$ cat src/rtl/te_pkg.sv
//------------------------------------------------------------------------------
// te_pkg : shared state encoding and default sizing for the stage sequencer
// Revision: 1.0
//------------------------------------------------------------------------------
`default_nettype none

package te_pkg;

  typedef enum logic [2:0] {
    IDLE    = 3'd0,
    CAPTURE = 3'd1,
    DREADY  = 3'd2,
    TX1     = 3'd3,
    GAP     = 3'd4,
    TX2     = 3'd5
  } te_state_e;

  localparam int TE_DATA_W_DEF  = 8;
  localparam int TE_GAP_CYC_DEF = 2;

endpackage

`default_nettype wire

$ cat src/rtl/te_shift_cnt.sv
//------------------------------------------------------------------------------
// te_shift_cnt : serial-in word register plus down-counter with terminal count
// Revision: 1.0
//------------------------------------------------------------------------------
`default_nettype none

module te_shift_cnt #(
  parameter int DATA_W = 8,
  parameter int CNT_W  = 4
) (
  input  logic              clk,
  input  logic              rst_n,
  input  logic              shift_en,
  input  logic              din,
  input  logic              load,
  input  logic [CNT_W-1:0]  load_val,
  input  logic              dec,
  output logic              tc,
  output logic              out_bit
);

  logic [DATA_W-1:0] word;
  logic [DATA_W-1:0] word_shifted;
  logic [CNT_W-1:0]  cnt;
  logic [CNT_W-1:0]  cnt_next;

  generate
    if (DATA_W == 1) begin : g_single_bit
      assign word_shifted = din;
    end else begin : g_multi_bit
      assign word_shifted = {word[DATA_W-2:0], din};
    end
  endgenerate

  always_comb begin
    cnt_next = cnt;
    if (load) begin
      cnt_next = load_val;
    end else if (dec) begin
      cnt_next = cnt - {{(CNT_W-1){1'b0}}, 1'b1};
    end
  end

  // The transmit bit is selected by the upcoming count so the caller can
  // register it in the same cycle the count advances; the word never shifts.
  always_comb begin
    out_bit = 1'b0;
    for (int i = 0; i < DATA_W; i++) begin
      if (cnt_next == i[CNT_W-1:0]) out_bit = word[i];
    end
  end

  assign tc = (cnt == '0);

  always_ff @(posedge clk or negedge rst_n) begin
    if (!rst_n) begin
      word <= '0;
      cnt  <= '0;
    end else begin
      cnt <= cnt_next;
      if (shift_en) word <= word_shifted;
    end
  end

endmodule

`default_nettype wire

$ cat src/rtl/te_stage_sequencer.sv
//------------------------------------------------------------------------------
// te_stage_sequencer : capture a serial word, then replay it on two channels
// Revision: 1.0
//------------------------------------------------------------------------------
`default_nettype none

module te_stage_sequencer
  import te_pkg::*;
#(
  parameter int DATA_W  = TE_DATA_W_DEF,
  parameter int GAP_CYC = TE_GAP_CYC_DEF
) (
  input  logic clk,
  input  logic rst_n,
  input  logic start,
  input  logic data,
  output logic ready,
  output logic dataReady,
  output logic execute1,
  output logic dataTx1,
  output logic execute2,
  output logic dataTx2,
  output logic start_err
);

  localparam int CNT_W      = $clog2(((DATA_W > GAP_CYC) ? DATA_W : GAP_CYC) + 1);
  localparam int LAST_BIT_I = DATA_W - 1;
  localparam int GAP_LAST_I = (GAP_CYC > 0) ? GAP_CYC - 1 : 0;
  localparam logic [CNT_W-1:0] LAST_BIT = LAST_BIT_I[CNT_W-1:0];
  localparam logic [CNT_W-1:0] GAP_LAST = GAP_LAST_I[CNT_W-1:0];

  te_state_e        state;
  logic             shift_en;
  logic             load;
  logic             dec;
  logic [CNT_W-1:0] load_val;
  logic             tc;
  logic             out_bit;

  te_shift_cnt #(
    .DATA_W (DATA_W),
    .CNT_W  (CNT_W)
  ) u_shift_cnt (
    .clk      (clk),
    .rst_n    (rst_n),
    .shift_en (shift_en),
    .din      (data),
    .load     (load),
    .load_val (load_val),
    .dec      (dec),
    .tc       (tc),
    .out_bit  (out_bit)
  );

  // Counter holds "cycles left in this state minus one"; tc marks the last one.
  always_comb begin
    shift_en = 1'b0;
    load     = 1'b0;
    dec      = 1'b0;
    load_val = LAST_BIT;
    case (state)
      IDLE:    load = start;
      CAPTURE: begin
        shift_en = 1'b1;
        dec      = !tc;
      end
      DREADY:  load = 1'b1;
      TX1: begin
        if (tc) begin
          load = 1'b1;
          if (GAP_CYC > 0) load_val = GAP_LAST;
        end else begin
          dec = 1'b1;
        end
      end
      GAP: begin
        if (tc) load = 1'b1;
        else    dec  = 1'b1;
      end
      TX2:     dec = !tc;
      default: ;
    endcase
  end

  always_ff @(posedge clk or negedge rst_n) begin
    if (!rst_n) begin
      state     <= IDLE;
      ready     <= 1'b1;
      dataReady <= 1'b0;
      execute1  <= 1'b0;
      dataTx1   <= 1'b0;
      execute2  <= 1'b0;
      dataTx2   <= 1'b0;
      start_err <= 1'b0;
    end else begin
      dataReady <= 1'b0;
      execute1  <= 1'b0;
      dataTx1   <= 1'b0;
      execute2  <= 1'b0;
      dataTx2   <= 1'b0;
      start_err <= start && (state != IDLE);
      case (state)
        IDLE: begin
          if (start) begin
            state <= CAPTURE;
            ready <= 1'b0;
          end
        end
        CAPTURE: begin
          if (tc) begin
            state     <= DREADY;
            dataReady <= 1'b1;
          end
        end
        DREADY: begin
          state    <= TX1;
          execute1 <= 1'b1;
          dataTx1  <= out_bit;
        end
        TX1: begin
          if (!tc) begin
            execute1 <= 1'b1;
            dataTx1  <= out_bit;
          end else if (GAP_CYC > 0) begin
            state <= GAP;
          end else begin
            state    <= TX2;
            execute2 <= 1'b1;
            dataTx2  <= out_bit;
          end
        end
        GAP: begin
          if (tc) begin
            state    <= TX2;
            execute2 <= 1'b1;
            dataTx2  <= out_bit;
          end
        end
        TX2: begin
          if (!tc) begin
            execute2 <= 1'b1;
            dataTx2  <= out_bit;
          end else begin
            state <= IDLE;
            ready <= 1'b1;
          end
        end
        default: begin
          state <= IDLE;
          ready <= 1'b1;
        end
      endcase
    end
  end

endmodule

`default_nettype wire

$ cat config.mk
export PLATFORM = sky130hd
export DESIGN_NAME = te_stage_sequencer
export DESIGN_NICKNAME = d
export VERILOG_FILES = /design/src/rtl/te_pkg.sv /design/src/rtl/te_shift_cnt.sv /design/src/rtl/te_stage_sequencer.sv
export SDC_FILE = /design/constraint.sdc
export NUM_CORES = 1
export LEC_CHECK = 0
export CAP_MARGIN = 10
export CORE_ASPECT_RATIO = 0.5
export CORE_MARGIN = 2
export CORE_UTILIZATION = 40
export CTS_CLUSTER_SIZE = 8
export DETAILED_ROUTE_END_ITERATION = 10
export DONT_BUFFER_PORTS = 1
export GPL_TIMING_DRIVEN = 0
export SETUP_SLACK_MARGIN = 0.1
export SLEW_MARGIN = 15
export SYNTH_ARGS = -nofsm -noshare
export SYNTH_HDL_FRONTEND = slang
export SYNTH_SLANG_ARGS = --single-unit
$ cat constraint.sdc
create_clock -name clk -period 3.03 [get_ports clk]
set_input_delay 0.7575 -clock clk [delete_from_list [all_inputs] [get_ports clk]]
set_output_delay 0.7575 -clock clk [all_outputs]
set_load 0.005 [all_outputs]
After elaboration in Yosys (flattened, before gate mapping)
Index checks and enable logic that the tools add are counted.
Widths: inputs -> output; s select.
{"block": "word_totals", "in_bits": 4, "out_inout_bits": 7, "ff_bits": 22}
{"block": "classes", "add_sub_neg": 1, "eq_ne": 17, "n_reduce_logical": 11, "mux": 33, "n_bitwise": 1}
{"op": "$mux 3", "count": 7}
{"op": "$pmux 3 s6", "count": 1}
{"op": "$eq 4x3->1 const B", "count": 4}
{"op": "$mux 1", "count": 16}
{"op": "$ne 2x2->1 const B", "count": 5}
{"op": "$pmux 1 s2", "count": 5}
{"op": "$eq 4x2->1 const B", "count": 2}
{"op": "$logic_not 4->1", "count": 2}
{"op": "$mux 4", "count": 2}
{"op": "$eq 3x2->1 const B", "count": 2}
{"op": "$eq 3x3->1 const B", "count": 2}
{"op": "$pmux 1 s3", "count": 2}
{"op": "$reduce_and 5->1", "count": 1}
{"op": "$eq 4x1->1 const B", "count": 1}
{"op": "$reduce_or 2->1", "count": 2}
{"op": "$reduce_or 4->1", "count": 1}
{"op": "$sub 4x1->4 const B", "count": 1}
{"op": "$eq 3x1->1 const B", "count": 1}
{"op": "$logic_not 3->1", "count": 1}
{"op": "$reduce_and 3->1", "count": 1}
{"op": "$reduce_bool 3->1", "count": 1}
{"op": "$logic_and 1x1->1", "count": 1}
{"op": "$logic_not 1->1", "count": 1}
{"op": "$not 1->1", "count": 1}

Logic depth before layout (Yosys ltp)
Gate-level depths: netlist of run 1.
{"block": "logic_depth", "ltp_word": 16, "mapped_depth": 9}

Cells and area by module
Synthesis of run 1 repeated with hierarchy kept, for this count alone.
{"block": "unflattened", "hier_cells": 103, "area_unflattened_um2": 1218.7}
{"module": "te_shift_cnt", "n_inst": 1, "seq_area_each_um2": 300.3, "area_per_inst_um2": 691.9, "cells_each": 59}
{"module": "te_stage_sequencer", "n_inst": 1, "seq_area_each_um2": 251.5, "area_per_inst_um2": 526.8, "cells_each": 44}

Worst setup path after synthesis of run 1
OpenSTA, ideal clock, no wires.
{"block": "synth_path", "path_kind": "register -> register", "start": "register u_shift_cnt.cnt[0]", "end": "register dataTx1", "setup_time_ns": 0.086, "path_buffers": 0, "required_time_ns": 2.944, "path_stages_with_launch": 9, "t_arrival_ns": 2.053, "path_slack_ns": 0.891, "synth_period_minus_slack_ns": 2.139, "path_cell_list": "dfrtp_1 -> inv_1 -> ha_1 -> nor3b_4 -> nor2_1 -> mux2i_2 -> mux2_2 -> a32o_1 -> nor3_1"}
{"block": "synth_between", "elab_chain_cells": 16}
{"item": "start: declaration", "line": "te_shift_cnt.sv:24", "text": "logic [CNT_W-1:0] cnt;"}
{"item": "start signal: assignment", "line": "te_shift_cnt.sv:60", "text": "cnt <= cnt_next;"}
{"item": "$logic_not 4->1", "line": "te_shift_cnt.sv:53", "text": "assign tc = (cnt == '0);"}
{"item": "$mux 1 or $logic_not 1->1 (tied branches)"}
{"item": "$pmux 1 s2", "line": "te_stage_sequencer.sv:61", "text": "case (state)"}
{"item": "$mux 4", "line": "te_shift_cnt.sv:39", "text": "end else if (dec) begin"}
{"item": "$mux 4", "line": "te_shift_cnt.sv:37", "text": "if (load) begin"}
{"item": "$logic_not 4->1", "line": "te_shift_cnt.sv:49", "text": "if (cnt_next == i[CNT_W-1:0]) out_bit = word[i];"}
{"item": "$mux 1 (8 in a row)", "line": "te_shift_cnt.sv:49"}
{"item": "$mux 1", "line": "te_stage_sequencer.sv:121", "text": "if (!tc) begin"}
{"item": "$pmux 1 s2 *", "line": "te_stage_sequencer.sv:102", "text": "case (state)"}
{"item": "end signal: assignment", "line": "te_stage_sequencer.sv:118", "text": "dataTx1 <= out_bit;"}
{"item": "end signal: assignment", "line": "te_stage_sequencer.sv:123", "text": "dataTx1 <= out_bit;"}
{"item": "end: declaration", "line": "te_stage_sequencer.sv:20", "text": "output logic dataTx1,"}
Mark *: on every way between the ends. The rest lies on a longest branch, timed or not.
A chain may end at the register's enable or synchronous reset.

Worst setup path after layout of run 1
{"block": "layout_path", "start": "register u_shift_cnt.cnt[0]", "end": "register dataTx2"}
{"block": "layout_between", "elab_chain_cells": 16}
{"item": "$logic_not 4->1", "line": "te_shift_cnt.sv:53"}
{"item": "$mux 1 or $logic_not 1->1 (tied branches)"}
{"item": "$pmux 1 s2", "line": "te_stage_sequencer.sv:61"}
{"item": "$mux 4", "line": "te_shift_cnt.sv:39"}
{"item": "$mux 4", "line": "te_shift_cnt.sv:37"}
{"item": "$logic_not 4->1", "line": "te_shift_cnt.sv:49"}
{"item": "$mux 1 (8 in a row)", "line": "te_shift_cnt.sv:49"}
{"item": "$mux 1, on equally long branches", "line": "te_stage_sequencer.sv:140, te_stage_sequencer.sv:133"}
{"item": "$pmux 1 s2 *", "line": "te_stage_sequencer.sv:102"}
{"item": "end signal: assignment", "line": "te_stage_sequencer.sv:129", "text": "dataTx2 <= out_bit;"}
{"item": "end signal: assignment", "line": "te_stage_sequencer.sv:136", "text": "dataTx2 <= out_bit;"}
{"item": "end signal: assignment", "line": "te_stage_sequencer.sv:142", "text": "dataTx2 <= out_bit;"}
{"item": "end: declaration", "line": "te_stage_sequencer.sv:22", "text": "output logic dataTx2,"}
Marked as above.

==> PnR_summary.wiki, run 1 <==
{| class="wikitable"
! Metric !! Value
|-
| Total of flip-flops plus latches after synthesis || 22
|-
| Number of buffers added by the clock tree synthesis step || 3
|-
| Main synth FF type || dfrtp_1
|-
| Count of antenna-violating nets left after detailed routing || 0
|-
| Slew HR || 56.1%
|-
| Run status || complete, no violations
|-
| Synthesized instance count || about 110
|-
| Category of the worst setup path launch point || flop
|-
| Worst Path Required || ~3.2 ns
|-
| Least-Margin Pin Slew || about 0.66 ns
|-
| Hold-fix buffers, CTS || 0
|-
| Global routing usage summed across all routing layers || 15.2%
|-
| Cell at the slowest stage of the critical path || dfrtp_1
|-
| Peak fanout along the critical path || 7
|-
| H-tree Lvls || 1
|-
| Via Count || slightly above 800
|-
| Cell at the root of the clock tree || clkbuf_8
|-
| Total die area || 3360 sq um
|-
| Data arrival time of the critical path || 2.77 ns
|-
| Avg Vias per Cell || 5.30
|-
| Cell Rows || 13
|-
| Per-cell routed wire length || 14.6 microns
|-
| Max-slew violations || 0
|-
| Clock Skews || 0.00356 ns
|-
| Cell area after synthesis || 1160 sq um
|-
| N_diodes || 0
|-
| DPL Wire Length || 1610 microns
|-
| Critical R2R Launch || u_shift_cnt.cnt[0]$_DFF_PN0_
|-
| Static leakage || between 0.5 and 0.6 nW
|-
| Number of buffers added on ports || 0
|-
| Period utilization || 85.9%
|-
| Register-to-register path setup slack || 0.43 ns
|-
| Residual DRC || 0
|-
| Routed wire length || 2250 microns
|-
| Max incr delay on CP || 0.43 ns
|-
| Setup TNS after final layout || 0 ns
|-
| Starting utilization of the core area || 43.3%
|-
| Number of post-CTS setup repair buffers || 0
|-
| Ports || 11
|-
| Number of detailed-routing iterations run before antenna repair || 4
|-
| EDFF count, synth || 0
|-
| Startpoint-to-endpoint class of the critical path || reg -> reg
|-
| Total congestion overflow after global routing || 0
|-
| Highest ir drop seen on vdd || 0.425 mV
|-
| GPL Wtd Cong || 0.775
|-
| Shortest period the worst path allows || ~2.6 ns
|-
| # resized after CTS || 0
|-
| Sequential share of the synthesized area || 47.7%
|-
| Family of cells with the greatest summed delay on the critical path || multiplexers
|-
| Global-route wire length before repair || ~3800 microns
|-
| Net count reported at finish || 124
|-
| Share of final-layout standard cells stronger than drive strength 1 || about a fifth
|-
| CTS tree || yes
|-
| Endpoint of the worst register-to-register path || dataTx2$_DFF_PN0_
|-
| Net count after synthesis || 119
|-
| Fmax || 384 MHz
|-
| Number of distinct library cells after synthesis || 37
|-
| Average cell area after synthesis || roughly 10 sq um
|-
| Endpoints failing hold || 0
|-
| Max-cap check violation count || 0
|-
| Number of antenna violations at the first check in global routing || 0
|-
| Unrepaired setup endpoints after global routing || false
|-
| Register clock-pin slew on the reported worst setup and hold paths || 0.08 ns
|-
| Kind of end point of the critical path || flop
|-
| Placed cell areas || 1200 sq um
|-
| Post-synthesis async set-or-reset flop share || 100%
|-
| Number of buffers between clock root and the deepest sink || 2
|-
| Worst Path Buf+Inv || 1
|-
| Initial detailed-routing violation count || 71
|-
| Post-route standard cell area excluding fillers || 1260 sq um
|-
| Layout Area Growth over Synthesis || 8.77%
|-
| Ratio of total power to cell area || 1200 nW/um^2
|-
| Cells on worst reg2reg path || 8
|-
| Chain of cells forming the critical path || inv_1, ha_1, nor3b_4, nor2_1, mux2i_2, mux2_2, a32o_1, nor3_1
|-
| Die boundary width || 80.0 microns
|-
| Hold Crit Class || in -> async
|-
| Skew-Pair Late Insertion Delay || 0.26 ns
|-
| Floorplan core area || roughly 2700 sq um
|-
| Vertical die dimension || between 40 and 50 microns
|-
| Yosys synthesis warning count || 0
|-
| Via count of the first global-routing pass || 780
|-
| Sink Count || 22
|-
| Final Setup Violations || 0
|-
| Largest net degree at the start of global routing || 23
|}
-- metrics by stage --
| stage | util [%] | total power, mW | hold WS (ns) | worst slack, ns | cells |
|---|---|---|---|---|---|
| 2_1_floorplan | - | 1.15 | 0.462 | 0.891 | 113 |
| 3_3_place_gp | 45.1 | 1.28 | 0.462 | 0.560 | 150 |
| 3_5_place_dp | 45.1 | 1.30 | 0.462 | 0.476 | 150 |
| 4_1_cts | 47.1 | 1.52 | 0.172 | 0.420 | 154 |
| 5_1_grt | 47.1 | 1.65 | 0.160 | 0.258 | 154 |
| 6_report | 47.1 | 1.51 | 0.178 | 0.427 | 154 |
-- worst max path at each step --
stage	start	endpoint	slack, ns	depth (start not counted)
final	u_shift_cnt.cnt[0]$_DFF_PN0_	dataTx2$_DFF_PN0_	0.43	8
after global placement	u_shift_cnt.cnt[0]$_DFF_PN0_	dataTx1$_DFF_PN0_	0.56	8
after detailed placement	u_shift_cnt.cnt[0]$_DFF_PN0_	dataTx2$_DFF_PN0_	0.48	8
after floorplan	u_shift_cnt.cnt[0]$_DFF_PN0_	dataTx1$_DFF_PN0_	0.89	8
after CTS	u_shift_cnt.cnt[0]$_DFF_PN0_	dataTx2$_DFF_PN0_	0.42	8
after global routing	u_shift_cnt.cnt[0]$_DFF_PN0_	dataTx2$_DFF_PN0_	0.26	8
-- synth_stat cells, types with 2 or more instances --
library cell  number  area (sq um)
nor4_1             2          12.5
buf_2              2          10.0
o211ai_1           2          15.0
nor2_1            10          37.5
xnor2_1            3          26.3
dfrtp_1           21           526
a21oi_1            3          15.0
nor3_1             4          20.0
mux2_2             9           101
ha_1               2          25.0
inv_1              4          15.0
o21ai_1            2          10.0
o21ai_0            2          10.0
nand2_1           16          60.1
mux2i_1            4          40.0
nand3_1            3          15.0
nor2b_1            4          25.0
-- kinds of logic after synthesis --
logic type	synth area share, %
XOR/XNOR	2.27
adder cells (fa/ha/maj)	2.16
AO/OA/AOI/OAI	9.52
flip-flops	47.7
buffers and inverters	3.46
multiplexers	13.4
AND/OR/NAND/NOR	21.4
-- state kept, by name, summed over array words and instances, names as in the netlist --
signal,cells
state,3
execute2,1
dataTx1,1
dataTx2,1
dataReady,1
ready,1
u_shift_cnt.cnt,4
u_shift_cnt.word,8
start_err,1
execute1,1
-- where the power goes --
group          switching [mW]  total [mW]  leakage [nW]  internal, mW
clock network          0.0964       0.212        0.0288         0.116
registers              0.0988       0.524         0.267         0.425
logic                   0.409       0.778         0.269         0.369
total                   0.604        1.51         0.565         0.910
-- layout make-up --
type,instances,area (sq um)
Buffer,4,25.0
Sequential cell,22,552
Tap cell,37,46.3
Inverter,4,15.0
Clock buffer,4,55.1
Fill cell,267,1410
Multi-Input combinational cell,83,564
-- metal layers --
metal	wire length [microns]	share of wire, %	vias to the layer above	global-route usage (%)
met5	0	0	-	0
met4	4	0.18	0	4.07
met3	65	2.9	2	4.53
met2	1010	45	12	23.0
met1	1170	52	399	21.4
li1	-	-	403	-
-- worst register-to-register path, delay by kind of cell (launching register included) --
| kind | cells | cell delay [ns] |
|---|---|---|
| flops | 1 | 0.43 |
| simple gates | 3 | 0.72 |
| mux | 2 | 0.79 |
| fa+ha+maj | 1 | 0.21 |
| buf+inv | 1 | 0.16 |
| compound gates | 1 | 0.22 |
-- cells in the final DEF, fill, tap and decap left out, types with 2 or more instances in the layout --
| cell | Yosys | routed |
|---|---|---|
| nor2b_1 | 4 | 4 |
| buf_2 | 2 | 2 |
| nand3_1 | 3 | 3 |
| nor4_1 | 2 | 2 |
| o21ai_0 | 2 | 2 |
| xnor2_1 | 3 | 3 |
| ha_1 | 2 | 2 |
| nor3_1 | 4 | 4 |
| mux2_2 | 9 | 9 |
| nor2_1 | 10 | 10 |
| o211ai_1 | 2 | 2 |
| inv_1 | 4 | 4 |
| nand2_1 | 16 | 16 |
| o21ai_1 | 2 | 2 |
| dfrtp_1 | 21 | 21 |
| mux2i_1 | 4 | 4 |
| clkbuf_8 | 0 | 4 |
| a21oi_1 | 3 | 3 |
No activity file was read; power rests on OpenSTA's default activity.
==> run 2, diff against run 1 <==
--- a/config.mk
+++ b/config.mk
@@ -7,7 +7,7 @@
 export LEC_CHECK = 0
 export CAP_MARGIN = 10
 export CORE_ASPECT_RATIO = 0.5
-export CORE_MARGIN = 2
+export CORE_MARGIN = 10
 export CORE_UTILIZATION = 40
 export CTS_CLUSTER_SIZE = 8
 export DETAILED_ROUTE_END_ITERATION = 10
@@ -17,4 +17,5 @@
 export SLEW_MARGIN = 15
 export SYNTH_ARGS = -nofsm -noshare
 export SYNTH_HDL_FRONTEND = slang
+export SYNTH_HIERARCHICAL = 1
 export SYNTH_SLANG_ARGS = --single-unit
==> PnR_summary.wiki, run 2 <==
{| class="wikitable"
! Metric !! Value
|-
| Floorplan core area || 2960 sq um
|-
| Number of filler instances in the final layout || 279
|-
| Total die area || approximately 5800 sq um
|-
| Main synth FF type || dfrtp_1
|-
| Post-synthesis async set-or-reset flop share || 100%
|-
| Power, Total || 1.61 mW
|-
| Share of the core filled with cells || between 40% and 50%
|-
| Endpoints failing hold || 0
|-
| Final Setup Violations || 0
|-
| Category of the worst setup path launch point || flop
|-
| Cell at the root of the clock tree || clkbuf_8
|-
| EDFF count, synth || 0
|-
| Fmax || between 300 and 400 MHz
|-
| Layout Area Growth over Synthesis || 11.6%
|-
| Ranking of synthesized cells by instance count || dfrtp_1, mux2_2, nor2_1
|-
| Most repeated cell in the gate-level netlist after synthesis || dfrtp_1
|-
| Worst Path Required || around 3.2 ns
|-
| Hold-fix buffers, CTS || 0
|-
| Largest net degree at the start of global routing || 23
|-
| Routed wire length || 2190 microns
|-
| Number of detailed-routing iterations run before antenna repair || 4
|-
| Skew-Pair Late Insertion Delay || 0.26 ns
|-
| Avg Vias per Cell || 5.10
|-
| Residual DRC || 0
|-
| Max-slew violations || 0
|-
| Number of buffers added by the clock tree synthesis step || 3
|-
| Post-Layout Cell Count || 148
|-
| Sequential share of the synthesized area || 45.3%
|-
| Yosys synthesis warning count || 6
|-
| Global-route wire length before repair || 3720 microns
|-
| Setup TNS after final layout || 0 ns
|-
| Static leakage || approximately 0.57 nW
|-
| Share of final-layout standard cells stronger than drive strength 1 || 30.6%
|-
| Place WS || -0.0151 ns
|-
| Commonest cells after routing, fill and taps aside || dfrtp_1, mux2_2, nor2_1
|-
| Number of post-CTS setup repair buffers || 0
|-
| Vertical die dimension || 59.0 microns
|-
| Sink Count || 22
|-
| GPL Wtd Cong || between 0.6 and 0.7
|-
| Period utilization || between 80% and 90%
|-
| Startpoint-to-endpoint class of the critical path || reg -> reg
|-
| N_diodes || 0
|-
| Hold Crit Class || in -> async
|-
| DPL Wire Length || 1550 microns
|-
| Ratio of total power to cell area || 1190 nW/um^2
|-
| Total congestion overflow after global routing || 0
|-
| Per-cell routed wire length || between 10 and 15 microns
|-
| Total of flip-flops plus latches after synthesis || 22
|-
| Via count of the first global-routing pass || 781
|-
| Most common library cell in the layout ignoring fill and taps || dfrtp_1
|-
| Number of buffers between clock root and the deepest sink || 2
|-
| Run status || complete, no violations
|-
| Clock Skews || around 0.0044 ns
|-
| Max-cap check violation count || 0
|-
| Final critical-path setup slack || 0.339 ns
|-
| Number of distinct library cells after synthesis || 45
|-
| Largest register FFs || 8
|-
| Number of buffers added on ports || 0
|-
| Register name with the most flops || u_shift_cnt/word
|-
| Via Count || ~760
|-
| Count of antenna-violating nets left after detailed routing || 0
|-
| Synthesized instance count || 103
|-
| Initial detailed-routing violation count || 15
|-
| H-tree Lvls || 1
|-
| Global routing usage summed across all routing layers || slightly below 8%
|-
| Kind of end point of the critical path || flop
|-
| Largest registers ranked by flip-flop count || u_shift_cnt/word x8, u_shift_cnt/cnt x4, state x3
|-
| Peak fanout along the critical path || 10
|-
| Average cell area after synthesis || 11.8 sq um
|-
| Number of antenna violations at the first check in global routing || 0
|-
| Unrepaired setup endpoints after global routing || false
|-
| Starting utilization of the core area || approximately two fifths
|-
| Net count reported at finish || 114
|-
| Shortest period the worst path allows || roughly 2.7 ns
|-
| Post-synthesis cell type with the largest combined area || dfrtp_1
|-
| Top cells by area, synth || dfrtp_1, mux2_2, mux2i_1
|-
| Count of placed standard cells including taps || 144
|-
| Cell Rows || 14
|-
| CTS tree || yes
|-
| Ports || 11
|-
| Share of Yosys cell area claimed by the top area cell type || between 40% and 50%
|-
| Data arrival time of the critical path || 2.87 ns
|-
| Die boundary width || 98.1 microns
|-
| Register clock-pin slew on the reported worst setup and hold paths || 0.08 ns
|-
| Cell area after synthesis || 1220 sq um
|-
| Highest ir drop seen on vdd || 0.475 mV
|}
run 2: cell count changes in the layout (fill, tap and decap cells not counted), moves of 3 or more:
cell / change
conb_1: +3
nand3_1: -3
nand2_1: -14
nor3_1: -3
nor2_1: -3
run 2: where the power goes:
part / internal [mW] / total (mW) / switching (mW)
clock network: 0.116 / 0.208 / 0.0926
logic: 0.474 / 0.872 / 0.398
registers: 0.423 / 0.534 / 0.112
run 2: path summary, 6_finish.rpt:
path	start	to	slack [ns]	depth (start not counted)
worst max-delay path	u_shift_cnt/cnt[1]$_DFF_PN0_	dataTx1$_DFF_PN0_	0.34	9
worst min-delay path	rst_n	state[0]$_DFFE_PN0P_	0.18	0
max in group asynchronous	rst_n	ready$_DFFE_PN1P_	2.68	0
worst max register to register	u_shift_cnt/cnt[1]$_DFF_PN0_	dataTx1$_DFF_PN0_	0.34	9
worst min register to register	ready$_DFFE_PN1P_	ready$_DFFE_PN1P_	0.52	2
min in group clk	ready$_DFFE_PN1P_	ready$_DFFE_PN1P_	0.52	2
run 2: worst max-delay path, stage by stage, from the launching register on:
cell and delay (ns):
dfrtp_1 0.44, inv_1 0.08, ha_1 0.17, nor3b_2 0.24, buf_6 0.19, nand4b_1 0.31, a221o_1 0.53, a31oi_1 0.17
o211a_1 0.21, nor4bb_4 0.27
run 2: cell type report:
cell class | instances | area [sq um] | share of cell area (%)
tap | 40 | 50.0 | 3.68
multi-input combinational | 72 | 638 | 46.9
clock buffer | 4 | 55.1 | 4.05
inverter | 4 | 15.0 | 1.10
sequential | 22 | 552 | 40.6
buffer | 6 | 50.0 | 3.68
run 2: what timing repair did:
action                                  in CTS  in global routing
endpoints found under the setup margin       2                  2
pin swaps                                    0                  1
gates resized for setup                      1                  4
cloned                                       0                  0
run 2: per-stage QoR:
step | hold slack (ns) | instance area [sq um]
after global routing | 0.162 | 1360
after CTS | 0.172 | 1330
final | 0.180 | 1360
after detailed placement | 0.463 | 1270
after floorplan | 0.462 | 1220
after global placement | 0.463 | 1270
run 2: logic make-up after synthesis:
group / after synthesis / share of synthesized area [%]
other cells: 2 / 0.616
xor+xnor: 3 / 2.16
compound gates: 17 / 12.5
simple gates: 33 / 19.7
fa+ha+maj: 1 / 1.03
flops: 22 / 45.3
buf+inv: 10 / 5.34
mux: 15 / 13.3
run 2: routing by layer:
| metal | track usage, % | part of all wire [%] |
|---|---|---|
| met4 | 3.09 | 0.46 |
| met1 | 9.51 | 48 |
| met3 | 3.03 | 4.2 |
| met2 | 12.4 | 47 |
| met5 | 0 | 0 |
